===== config.mk =====
export PLATFORM = sky130hd
export DESIGN_NAME = adc366x_dly_cal
export DESIGN_NICKNAME = d
export VERILOG_FILES = /design/src/rtl/adc366x_pkg.sv /design/src/rtl/adc366x_eye_track.sv /design/src/rtl/adc366x_dly_cal.sv
export SDC_FILE = /design/constraint.sdc
export NUM_CORES = 1
export LEC_CHECK = 0
export BUFFER_PORTS_ARGS = -buffer_cell sky130_fd_sc_hd__buf_2
export CAP_MARGIN = 25
export CORE_MARGIN = 2
export CORE_UTILIZATION = 65
export CTS_BUF_LIST = sky130_fd_sc_hd__clkbuf_8
export CTS_CLUSTER_DIAMETER = 40
export CTS_CLUSTER_SIZE = 20
export DETAILED_ROUTE_END_ITERATION = 8
export PLACE_DENSITY = 0.83
export SLEW_MARGIN = 20
export SYNTH_ARGS = -nofsm -noshare
export SYNTH_HDL_FRONTEND = slang
export SYNTH_SLANG_ARGS = --single-unit

===== constraint.sdc =====
create_clock -name clk_i -period 5.01 [get_ports clk_i]
set_clock_uncertainty 0.05 [all_clocks]
set_input_delay 1.002 -clock clk_i [delete_from_list [all_inputs] [get_ports clk_i]]
set_output_delay 1.002 -clock clk_i [all_outputs]
set_load 0.02 [all_outputs]

===== src/rtl/adc366x_pkg.sv =====
// Shared constants and FSM state encoding for the ADC366x receiver delay calibration.
package adc366x_pkg;
   localparam int TAPS   = 32;
   localparam int TAPW   = 5;
   localparam int LD_BIT = 25;

   typedef enum logic [2:0] {
      S_IDLE,
      S_LOAD,
      S_SETTLE,
      S_MEAS,
      S_NEXT,
      S_APPLY,
      S_APPLY_LD,
      S_DONE
   } state_t;
endpackage


===== src/rtl/adc366x_eye_track.sv =====
// Per-lane passing-window tracker: finds the longest run of passing taps
// (earliest wins a tie) and reports its centre tap.
module adc366x_eye_track
   import adc366x_pkg::*;
(
   input  logic            clk_i,
   input  logic            rstn_i,
   input  logic            clr,
   input  logic            upd,
   input  logic            pass,
   input  logic [TAPW-1:0] tap,
   output logic [TAPW-1:0] res,
   output logic            fail
);
   localparam logic [TAPW-1:0] TAP_MAX = TAPW'(TAPS - 1);

   logic            open_q;
   logic [TAPW-1:0] run_start, best_start, cur_start, half;
   logic [TAPW:0]   best_len, run_len;
   logic            close;

   // A run closes on the first failing tap, or at the last tap if still passing.
   always_comb begin
      cur_start = open_q ? run_start : tap;
      close     = 1'b0;
      run_len   = '0;
      if (pass && tap == TAP_MAX) begin
         close   = 1'b1;
         run_len = (TAPW+1)'(TAPS) - {1'b0, cur_start};
      end else if (!pass && open_q) begin
         close   = 1'b1;
         run_len = {1'b0, tap} - {1'b0, run_start};
      end
   end

   always_ff @(posedge clk_i or negedge rstn_i) begin
      if (!rstn_i) begin
         open_q     <= 1'b0;
         run_start  <= '0;
         best_start <= '0;
         best_len   <= '0;
      end else if (clr) begin
         open_q     <= 1'b0;
         run_start  <= '0;
         best_start <= '0;
         best_len   <= '0;
      end else if (upd) begin
         open_q <= pass && (tap != TAP_MAX);
         if (pass && !open_q)
            run_start <= tap;
         if (close && run_len > best_len) begin
            best_start <= cur_start;
            best_len   <= run_len;
         end
      end
   end

   always_comb begin
      half = TAPW'((best_len - 1'b1) >> 1);
      fail = (best_len == '0);
      res  = fail ? '0 : best_start + half;
   end
endmodule


===== src/rtl/adc366x_dly_cal.sv =====
// Sweeps all receiver delay taps, measures test-pattern errors per lane and
// loads the centre of each lane's widest passing window.
module adc366x_dly_cal
   import adc366x_pkg::*;
#(
   parameter int LW     = 2,
   parameter int SW     = LW*2+1,
   parameter int NSAMP  = 256,
   parameter int SETTLE = 64,
   parameter int LDHOLD = 16,
   parameter int TMO    = 4096
) (
   input  logic          clk_i,
   input  logic          rstn_i,
   input  logic          start_i,
   input  logic          mon_vld_i,
   input  logic [SW-1:0] mon_err_i,
   output logic [LD_BIT:0] cfg_dly_o,
   output logic          busy_o,
   output logic          done_o,
   output logic [SW-1:0] fail_o
);
   localparam int              NLANE   = LD_BIT / TAPW;
   localparam logic [31:0]     LD_END  = 32'(LDHOLD - 1);
   localparam logic [31:0]     ST_END  = 32'(SETTLE - 1);
   localparam logic [31:0]     MS_END  = 32'(NSAMP - 1);
   localparam logic [31:0]     TO_END  = 32'(TMO - 1);
   localparam logic [TAPW-1:0] TAP_MAX = TAPW'(TAPS - 1);

   state_t            state_q, state_d;
   logic [31:0]       cnt_q, tmo_q;
   logic [TAPW-1:0]   tap_q, tap_nx;
   logic [SW-1:0]     err_q, fail_q, lane_fail;
   logic              to_q, clr, upd, strobe, timeout;
   logic [LD_BIT-1:0] cfg_tap_q, res_bus;

   always_ff @(posedge clk_i or negedge rstn_i) begin
      if (!rstn_i) state_q <= S_IDLE;
      else         state_q <= state_d;
   end

   always_comb begin
      state_d = state_q;
      clr     = 1'b0;
      upd     = 1'b0;
      strobe  = 1'b0;
      timeout = 1'b0;
      busy_o  = 1'b1;
      done_o  = 1'b0;
      case (state_q)
         S_IDLE: begin
            busy_o = 1'b0;
            if (start_i) begin
               clr     = 1'b1;
               state_d = S_LOAD;
            end
         end
         S_LOAD: begin
            strobe = 1'b1;
            if (cnt_q == LD_END) state_d = S_SETTLE;
         end
         S_SETTLE: if (cnt_q == ST_END) state_d = S_MEAS;
         S_MEAS: begin
            if (mon_vld_i && cnt_q == MS_END) begin
               state_d = S_NEXT;
            end else if (!mon_vld_i && tmo_q == TO_END) begin
               timeout = 1'b1;
               state_d = S_APPLY;
            end
         end
         S_NEXT: begin
            upd     = 1'b1;
            state_d = (tap_q == TAP_MAX) ? S_APPLY : S_LOAD;
         end
         S_APPLY: state_d = S_APPLY_LD;
         S_APPLY_LD: begin
            strobe = 1'b1;
            if (cnt_q == LD_END) state_d = S_DONE;
         end
         S_DONE: begin
            busy_o  = 1'b0;
            done_o  = 1'b1;
            state_d = S_IDLE;
         end
         default: state_d = S_IDLE;
      endcase
   end

   assign tap_nx = tap_q + 1'b1;

   // Phase counter restarts on every state change; in MEAS it counts valid samples only.
   always_ff @(posedge clk_i or negedge rstn_i) begin
      if (!rstn_i) begin
         cnt_q     <= '0;
         tmo_q     <= '0;
         tap_q     <= '0;
         err_q     <= '0;
         fail_q    <= '0;
         to_q      <= 1'b0;
         cfg_tap_q <= '0;
      end else begin
         if (state_d != state_q) begin
            cnt_q <= '0;
            tmo_q <= '0;
         end else if (state_q == S_MEAS) begin
            if (mon_vld_i) begin
               cnt_q <= cnt_q + 1'b1;
               tmo_q <= '0;
            end else begin
               tmo_q <= tmo_q + 1'b1;
            end
         end else if (state_q != S_IDLE) begin
            cnt_q <= cnt_q + 1'b1;
         end

         if (state_q == S_SETTLE)
            err_q <= '0;
         else if (state_q == S_MEAS && mon_vld_i)
            err_q <= err_q | mon_err_i;

         if (clr) begin
            tap_q     <= '0;
            cfg_tap_q <= '0;
            fail_q    <= '0;
            to_q      <= 1'b0;
         end
         if (upd && tap_q != TAP_MAX) begin
            tap_q     <= tap_nx;
            cfg_tap_q <= {NLANE{tap_nx}};
         end
         if (timeout) begin
            fail_q <= '1;
            to_q   <= 1'b1;
         end
         if (state_q == S_APPLY) begin
            cfg_tap_q <= to_q ? '0 : res_bus;
            fail_q    <= to_q ? '1 : lane_fail;
         end
      end
   end

   for (genvar i = 0; i < SW; i++) begin : g_lane
      adc366x_eye_track u_trk (
         .clk_i  (clk_i),
         .rstn_i (rstn_i),
         .clr    (clr),
         .upd    (upd),
         .pass   (~err_q[i]),
         .tap    (tap_q),
         .res    (res_bus[TAPW*i +: TAPW]),
         .fail   (lane_fail[i])
      );
   end
   if (SW < NLANE) begin : g_pad
      assign res_bus[LD_BIT-1:TAPW*SW] = '0;
   end

   assign cfg_dly_o = {strobe, cfg_tap_q};
   assign fail_o    = fail_q;
endmodule


-- Word-level counts from Yosys, hierarchy flattened
Index checks and enable logic that the tools add are counted.
- add/sub/neg operators: 23
- multiply operators: 0
- divide/modulo/power cells: 0
- magnitude comparators: 5
- equal/unequal tests: 15
- shift operators: 0
- multiplexer cells: 122
- bitwise operators: 6
- reduce and logical (&&, ||, !) cells: 73
- operators with widths (kind ; count):
    $mux 5 ; 47
    $mux 32 ; 7
    $mux 6 ; 25
    $mux 25 ; 4
    $add 32x1->32 const B ; 2
    $eq 32x12->1 const B ; 1
    $eq 32x4->1 const B ; 1
    $eq 32x6->1 const B ; 1
    $eq 32x8->1 const B ; 1
    $mux 1 ; 31
    $gt 6x6->1 ; 5
    $logic_not 6->1 ; 5
    $reduce_bool 2->1 ; 15
    $sub 5x5->6 ; 5
    $sub 6x1->6 const B ; 5
    $sub 6x5->6 const A ; 5
    $logic_and 1x1->1 ; 29
    $add 5x5->5 ; 5
    $pmux 3 s8 ; 1
    $reduce_and 2->1 ; 11
    $mux 3 ; 7
    $eq 3x3->1 const B ; 4
    $reduce_bool 3->1 ; 4
    $eq 3x2->1 const B ; 2
    other kinds (11) ; 21
- register bits after elaboration: 193
- latch bits: 0
- bits in writable memories: 0
- memory bits (read-only): 0
- input port bits: 9
- output and inout port bits: 33
- word-level logic and storage cells: 272
- memories kept: 0

-- Longest topological paths before layout
Gate-level depths: netlist (run 1).
- depth in word-level cells: 8
- gate-level depth with buffers: 18

-- Hierarchy
Synthesis (run 1) repeated with hierarchy kept, for this count alone.
- cells, all modules: 1480
- area total of the unflattened synthesis: 13544.2 um^2
- modules (own cells, without submodules) (module ; instances ; cells an instance ; area an instance (um^2)):
    adc366x_eye_track (g_lane[0].u_trk ...) ; 4 ; 178 ; 1594.0
    adc366x_dly_cal ; 1 ; 591 ; 5530.3
    adc366x_eye_track (g_lane[4].u_trk) ; 1 ; 177 ; 1637.8

-- Worst setup path before layout (run 1)
Ideal clock, no wire load.
- path kind: register -> register
- start point: register tap_q[3]
- end point: register g_lane[1].u_trk.best_start[3]
- library setup time: 80 ps
- arrival time: 3579 ps
- data required time: 4880 ps
- path slack: 1300 ps
- stages on the path, launching flop included: 15
- buffers on the path: 5
- cells stage by stage: dfrtp_1 > clkbuf_1 > clkbuf_1 > and3_1 > ha_1 > clkbuf_1 > clkbuf_1 > nand2b_1 > o22ai_1 > ha_1 > nand4_1 > o221ai_1 > a21oi_1 > clkbuf_1 > mux2i_1
- cells in the longest elaborated chain, start to end: 7
- RTL lines (element ; RTL line ; text):
    start: declaration ; adc366x_dly_cal.sv:32 ; logic [TAPW-1:0] tap_q, tap_nx;
    start signal: assignment ; adc366x_dly_cal.sv:128 ; tap_q <= tap_nx;
    $mux 5 (tied with other cells) ; adc366x_eye_track.sv:24 ; cur_start = open_q ? run_start : tap;
    $sub 6x5->6 (tied with other cells) ; adc366x_eye_track.sv:29 ; run_len = (TAPW+1)'(TAPS) - {1'b0, cur_start};
    $mux 6 ; adc366x_eye_track.sv:27 ; if (pass && tap == TAP_MAX) begin
    $gt 6x6->1 ; adc366x_eye_track.sv:51 ; if (close && run_len > best_len) begin
    $logic_and 1x1->1 ; adc366x_eye_track.sv:51 ;
    $reduce_bool 2->1 (no line) ; -- ;
    $reduce_and 2->1 (no line) ; -- ;
    end signal: assignment ; adc366x_eye_track.sv:52 ; best_start <= cur_start;
    end: declaration ; adc366x_eye_track.sv:18 ; logic [TAPW-1:0] run_start, best_start, cur_start, half;
Parallel ways exist; a longest one is shown, timed or not. The select of a mux whose other input is x is not followed.
A chain may end at the register's enable or synchronous reset.

-- Worst setup path in the final report (run 1)
- start point: register tap_q[0]
- end point: register g_lane[4].u_trk.best_start[1]
- cells in the longest elaborated chain, start to end: 7
- RTL lines (element ; RTL line):
    $mux 5 (tied with other cells) ; adc366x_eye_track.sv:24
    $sub 6x5->6 (tied with other cells) ; adc366x_eye_track.sv:29
    $mux 6 ; adc366x_eye_track.sv:27
    $gt 6x6->1 ; adc366x_eye_track.sv:51
    $logic_and 1x1->1 * ; adc366x_eye_track.sv:51
    $reduce_bool 2->1 (no line) * ; --
    $reduce_and 2->1 (no line) * ; --
    end signal: assignment ; adc366x_eye_track.sv:52
    end: declaration ; adc366x_eye_track.sv:18
Every way passes the cells marked *; elsewhere a longest branch is shown, timed or not.

==> results.toml, run 1 <==
[clock_tree]
cts_resized = 0
ctsHtreeMaxLevel = 4
root_buffer = "clkbuf_8"
cts_hold_buffers = 0
clk_latency_ps = 480
ctsLongestPathBuffers = 2
cts.sink_count = 193
clkTransAtPathRegs_ps = 100
cts_tree = "yes"
post_cts_buffers = 0
numCtsBuffers = 17

[drt]
postRouteAntennaNets = 0
drc = 0
finalWirelength_um = 28800
dr.pass1.iters = 5
via_per_inst = 6.03
wl_per_cell_um = 17.3
via_count = 10100
drt-initial-drc-count = 621

[synth]
yosys.area.top_type_share_pct = 38.1
synthCells = 1374
synthSimpleGateAreaFrac_pct = 18.1
yosysTopAreaCell = "dfrtp_1"
synth_async_sr_flop_share_pct = 100
syn_nets = 1487
ys_ff_latch = 193
ys_seq_area_share_pct = 38.1
synth_adder_area_share_pct = 10.9
syn_avg_cell_area_sq_um = 9.21
synth_xor_area_share_pct = 7.89
synth_area_leaders = "dfrtp_1 38%, ha_1 9.3%, mux2i_1 6.2%"
synth_top_family_by_area = "simple AND/OR/NAND/NOR gates"
synth.distinct_cells = 60
muxShareOfSynthArea_pct = 6.88
ys.flop_type = "dfrtp_1"
synth_compound_area_share_pct = 13.4
yosys_warnings = 0
synth-edff-count = 0
syn_area_sq_um = 12700

[worst_setup_path]
crit_path_max_fanout = 10
crit_type = "flop to flop"
crit_family = "compound AO/OA/AOI/OAI gates"
cp.arrival_ps = 4430
max_stage_delay_ps = 670
worstReg2RegStart = "tap_q[0]"
crit_start = "tap_q[0]"
crit_chain = "inv_1, ha_1, inv_1, fa_1, a21o_1, a21oi_1, xnor2_1, nand2_1, o21ai_0, ha_1, nand4_1, o221ai_1, a21oi_1, buf_4, mux2i_1"
critPathBufInv = 3
crit_required_ps = 5350
setup.worst_path.end_class = "flop"
startpoint_type = "flop"
crit_slowest_cell = "a21oi_1"

[power]
p_per_area_nw_per_um2 = 388
peakVddDrop_v = 0.000263
p_leak_nw = 6.37

[sta]
relSlewSlack_pct = 33.0
finalSetupTns_ps = 0
period_needed_ps = 4100
min_period_over_period_pct = 81.7
finalHoldViolCount = 0
grt_setup_unrepaired = "no"
setup_viol = 0
finalWorstSetupSlack_ps = 915
max_freq_mhz = 244
tightest_slew_ps = 1000
slew_violations = 0

[die]
fp-row-count = 51
top_level_ports = 42
die_h_um = 144
dieArea_sq_um = 20600
core-area_sq_um = 19300
die_x_um = 144
initial_core_util_pct = 65.7

[placed_design]
dp_slack_ps = 1010
dp_hpwl_um = 20000
portBuffers = 41
gp_congestion = 0.898

[layout]
multi_input_area_sq_um = 7250
seqCellArea_sq_um = 4830
area.growth.synth_to_final_pct = 6.78
final_common_cell = "dfrtp_1"
nets = 1504
fillers = 1499
diodes = 0
utilization_pct = 70.1
mostFrequentLayoutCells = "193 x dfrtp_1, 144 x nand2_1, 132 x nor2_1"
drive_gt1_share_pct = 8.12

[global_route]
antenna_found_initial = 0
grt_use_total_pct = 29.2
grt_pass1_vias = 9768
grt_pass1_wl_um = 48100
grt_remaining_overflow = 0
grt_max_degree = 107

[hold_path]
worstHoldStart = "cfg_tap_q[11]"
min_path_type = "flop to flop"

[run_status]
status = "finished clean"

[job]
drv_cap = 0
## cell families after synthesis
family	Yosys count
compound gates	252
fa+ha+maj	104
simple gates	473
mux	86
xor+xnor	114
buf+inv	152
flops	193
## synth_stat cells (14+ instances only)
cell,n
a21oi_1,63
nor2_1,132
nor2b_1,16
and3_1,17
nand2b_1,14
xor2_1,45
inv_1,93
nand3_1,51
nor3_1,17
a21o_1,33
o21ai_0,35
o31ai_1,37
nand2_1,144
mux2i_1,78
clkbuf_1,43
ha_1,94
nand4_1,21
dfrtp_1,193
a22o_1,18
xnor2_1,69
## layout make-up
type | count | share of cell area (%)
clock inverter | 14 | 1.21
timing repair buffer | 56 | 2.51
multi-input combinational | 1029 | 53.7
clock buffer | 18 | 1.83
tap | 265 | 2.45
sequential | 193 | 35.7
inverter | 94 | 2.61
## registers in the layout (all words and copies together) (netlist names)
signal	flops
cnt_q	32
tmo_q	32
g_lane.u_trk.best_len	30
cfg_tap_q	25
g_lane.u_trk.best_start	25
g_lane.u_trk.run_start	25
err_q	5
fail_o	5
g_lane.u_trk.open_q	5
tap_q	5
state_q	3
to_q	1
## per-stage QoR
stage | hold slack [ps] | cells | power [mW] | instance area, sq um
2_1_floorplan | 389 | 1374 | 3.65 | 12700
3_3_place_gp | 401 | 1637 | 4.07 | 13100
3_5_place_dp | 427 | 1637 | 4.16 | 13100
4_1_cts | 449 | 1669 | 5.25 | 13500
5_1_grt | 472 | 1669 | 5.61 | 13500
6_report | 442 | 1669 | 5.25 | 13500
## metal layers
layer  wire length (um)  global-route usage, %  share of wire [%]  up-vias
met5                  0                      0                  0        -
met4                703                   10.0                2.4        0
met3               1400                   3.90                4.8       56
met2              14000                   48.7                 49      304
met1              12700                   39.4                 44     4878
li1                   -                      -                  -     4829
## where the power goes
group	leakage [nW]	internal [mW]	switching, mW
logic	3.51	0.910	1.24
clock network	0.221	0.508	0.573
registers	2.64	1.76	0.252
total	6.37	3.18	2.07
## tightest hold or removal path, delay by kind of cell (launching register included)
family | cells | cell delay, ps
flops | 1 | 350
simple gates | 2 | 110
## path summary, 6_finish.rpt
| check | cells after the start | end | slack [ps] |
|---|---|---|---|
| hold reg to reg | 2 | cfg_tap_q[11] | 440 |
| setup reg to reg | 15 | g_lane[4].u_trk.best_start[1] | 910 |
| max in group asynchronous | 2 | tmo_q[2] | 3370 |
| min in group asynchronous | 1 | g_lane[3].u_trk.best_len[1] | 580 |
| hold / removal | 2 | cfg_tap_q[11] | 440 |
| setup / recovery | 15 | g_lane[4].u_trk.best_start[1] | 910 |
No activity file was read; power rests on OpenSTA's default activity.
==> run 2, diff against run 1 <==
==> constraint.sdc (replaced) <==
create_clock -name clk_i -period 3.9 [get_ports clk_i]
set_clock_uncertainty 0.05 [all_clocks]
set_input_delay 0.78 -clock clk_i [delete_from_list [all_inputs] [get_ports clk_i]]
set_output_delay 0.78 -clock clk_i [all_outputs]
set_load 0.02 [all_outputs]
==> run 2 against run 1 <==
  * Utilization rose by 0.61 points
  * Register-to-register slack lost 580 ps
  * Largest cell class unchanged
  * Sequential power is 29% higher
  * Cell count grew 0.84%
  * Sequential cell count did not move
  * Clock power rose by 29%
  * Count of clock-buffer cells in the layout increased by 2
==> results.toml, run 2 (synthesis gave the netlist of run 1 again) <==
[run_status]
status = "finished clean"

[sta]
setup_viol = 0
period_needed_ps = 3560
grt_setup_unrepaired = "no"
finalSetupTns_ps = 0
tightest_slew_ps = 870
finalHoldViolCount = 0
relSlewSlack_pct = 42.0
slew_violations = 0
max_freq_mhz = 281
hold_ws_ps = 343
min_period_over_period_pct = 91.3

[global_route]
grt_use_total_pct = 29.3
antenna_found_initial = 0
grt_pass1_wl_um = 48300
grt_max_degree = 101
grt_pass1_vias = 10100
grt_remaining_overflow = 0

[worst_setup_path]
crit_path_max_fanout = 14
startpoint_type = "flop"
crit_type = "flop to flop"
crit_family = "adder cells"
r2r_cells = 12
crit_required_ps = 4250
r2r_slack_ps = 340
crit_slowest_cell = "dfrtp_1"
crit_top_cell = "ha_1"
critPathBufInv = 2
crit_chain = "ha_1, and3_1, ha_1, buf_4, nand2b_1, o31ai_1, ha_1, nand4_1, o21ai_0, a21oi_1, buf_4, mux2i_1"
max_stage_delay_ps = 580
cp.arrival_ps = 3910
rr_endpoint = "g_lane[0].u_trk.best_start[2]"
worstReg2RegStart = "tap_q[0]"
setup.worst_path.end_class = "flop"

[power]
combPwrFrac_pct = 41.4
swShare_pct = 39.8
p_int_mw = 4.09
p_leak_nw = 6.42
seqPwrFrac_pct = 38.2
p_per_area_nw_per_um2 = 498
power.share.clock_pct = 20.4
peakVddDrop_v = 0.000337
total_power_mw = 6.79
power.switching_mw = 2.70

[drt]
wl_per_cell_um = 17.1
finalWirelength_um = 28800
via_per_inst = 6.03
drt-initial-drc-count = 755
dr.pass1.iters = 5
postRouteAntennaNets = 0
via_count = 10200
drc = 0

[placed_design]
portBuffers = 41
placed_area_sq_um = 13200
gp_congestion = 0.896
dp_hpwl_um = 20600

[die]
fp-row-count = 51
initial_core_util_pct = 65.7
top_level_ports = 42
dieArea_sq_um = 20600
die_h_um = 144
core-area_sq_um = 19300
die_x_um = 144

[clock_tree]
post_cts_buffers = 0
root_buffer = "clkbuf_8"
ctsLongestPathBuffers = 2
numCtsBuffers = 17
ctsHtreeMaxLevel = 4
cts_tree = "yes"
clkTransAtPathRegs_ps = 100
clk_latency_ps = 480
cts.sink_count = 193
cts_hold_buffers = 0

[layout]
nets = 1518
fillers = 1461
diodes = 0
mostFrequentLayoutCells = "193 x dfrtp_1, 144 x nand2_1, 132 x nor2_1"
drive_gt1_share_pct = 9.24
area.growth.synth_to_final_pct = 7.71
utilization_pct = 70.8
final_common_cell = "dfrtp_1"
reg.largest.list = "cnt_q x32, tmo_q x32, g_lane.u_trk.best_len x30"
design_area_sq_um = 13600

[hold_path]
min_path_type = "input port to asynchronous set/reset pin"

[job]
drv_cap = 0
[run 2: worst max-delay path by stage]
stage	startpoint	endpoint	slack [ps]	depth (start not counted)
after floorplan	tap_q[3]	g_lane[1].u_trk.best_start[3]	190	14
after global placement	tap_q[0]	g_lane[4].u_trk.best_len[3]	370	14
after detailed placement	tap_q[0]	g_lane[4].u_trk.best_len[3]	290	14
after CTS	tap_q[0]	g_lane[4].u_trk.best_len[3]	270	14
after global routing	tap_q[0]	g_lane[4].u_trk.best_start[2]	70	15
final	tap_q[0]	g_lane[0].u_trk.best_start[2]	340	12
[run 2: metrics by stage]
stage / setup WS, ps / std cells
2_1_floorplan: 190 / 1374
3_3_place_gp: 373 / 1651
3_5_place_dp: 294 / 1651
4_1_cts: 272 / 1683
5_1_grt: 68.9 / 1683
6_report: 339 / 1683
[run 2: repair_timing]
action / CTS / global route
resized for setup: 0 / 1
endpoints found under the hold margin: 0 / 0
endpoints found under the setup margin: 0 / 9
[run 2: power groups by stage]
stage / combinational (mW) / clock (mW) / sequential, mW
after CTS: 2.80 / 1.40 / 2.58
final: 2.81 / 1.39 / 2.59
after global routing: 3.12 / 1.48 / 2.63
after global placement: 2.67 / 0 / 2.60
after detailed placement: 2.78 / 0 / 2.62
after floorplan: 2.10 / 0 / 2.59
[run 2: area by class of cell]
cell class | instances | area [sq um] | share of cell area (%)
clock buffers | 20 | 275 | 2.02
well taps | 265 | 332 | 2.43
flip-flops and latches | 193 | 4830 | 35.4
repair buffers | 70 | 444 | 3.26
inverters | 94 | 357 | 2.62
clock inverters | 12 | 145 | 1.06
multi-input cells | 1029 | 7250 | 53.2
[run 2: per-layer routing]
layer	global-route usage, %	wire length, um
met2	49.7	14000
met5	0	0
met1	39.0	12800
met3	4.40	1430
met4	8.62	617
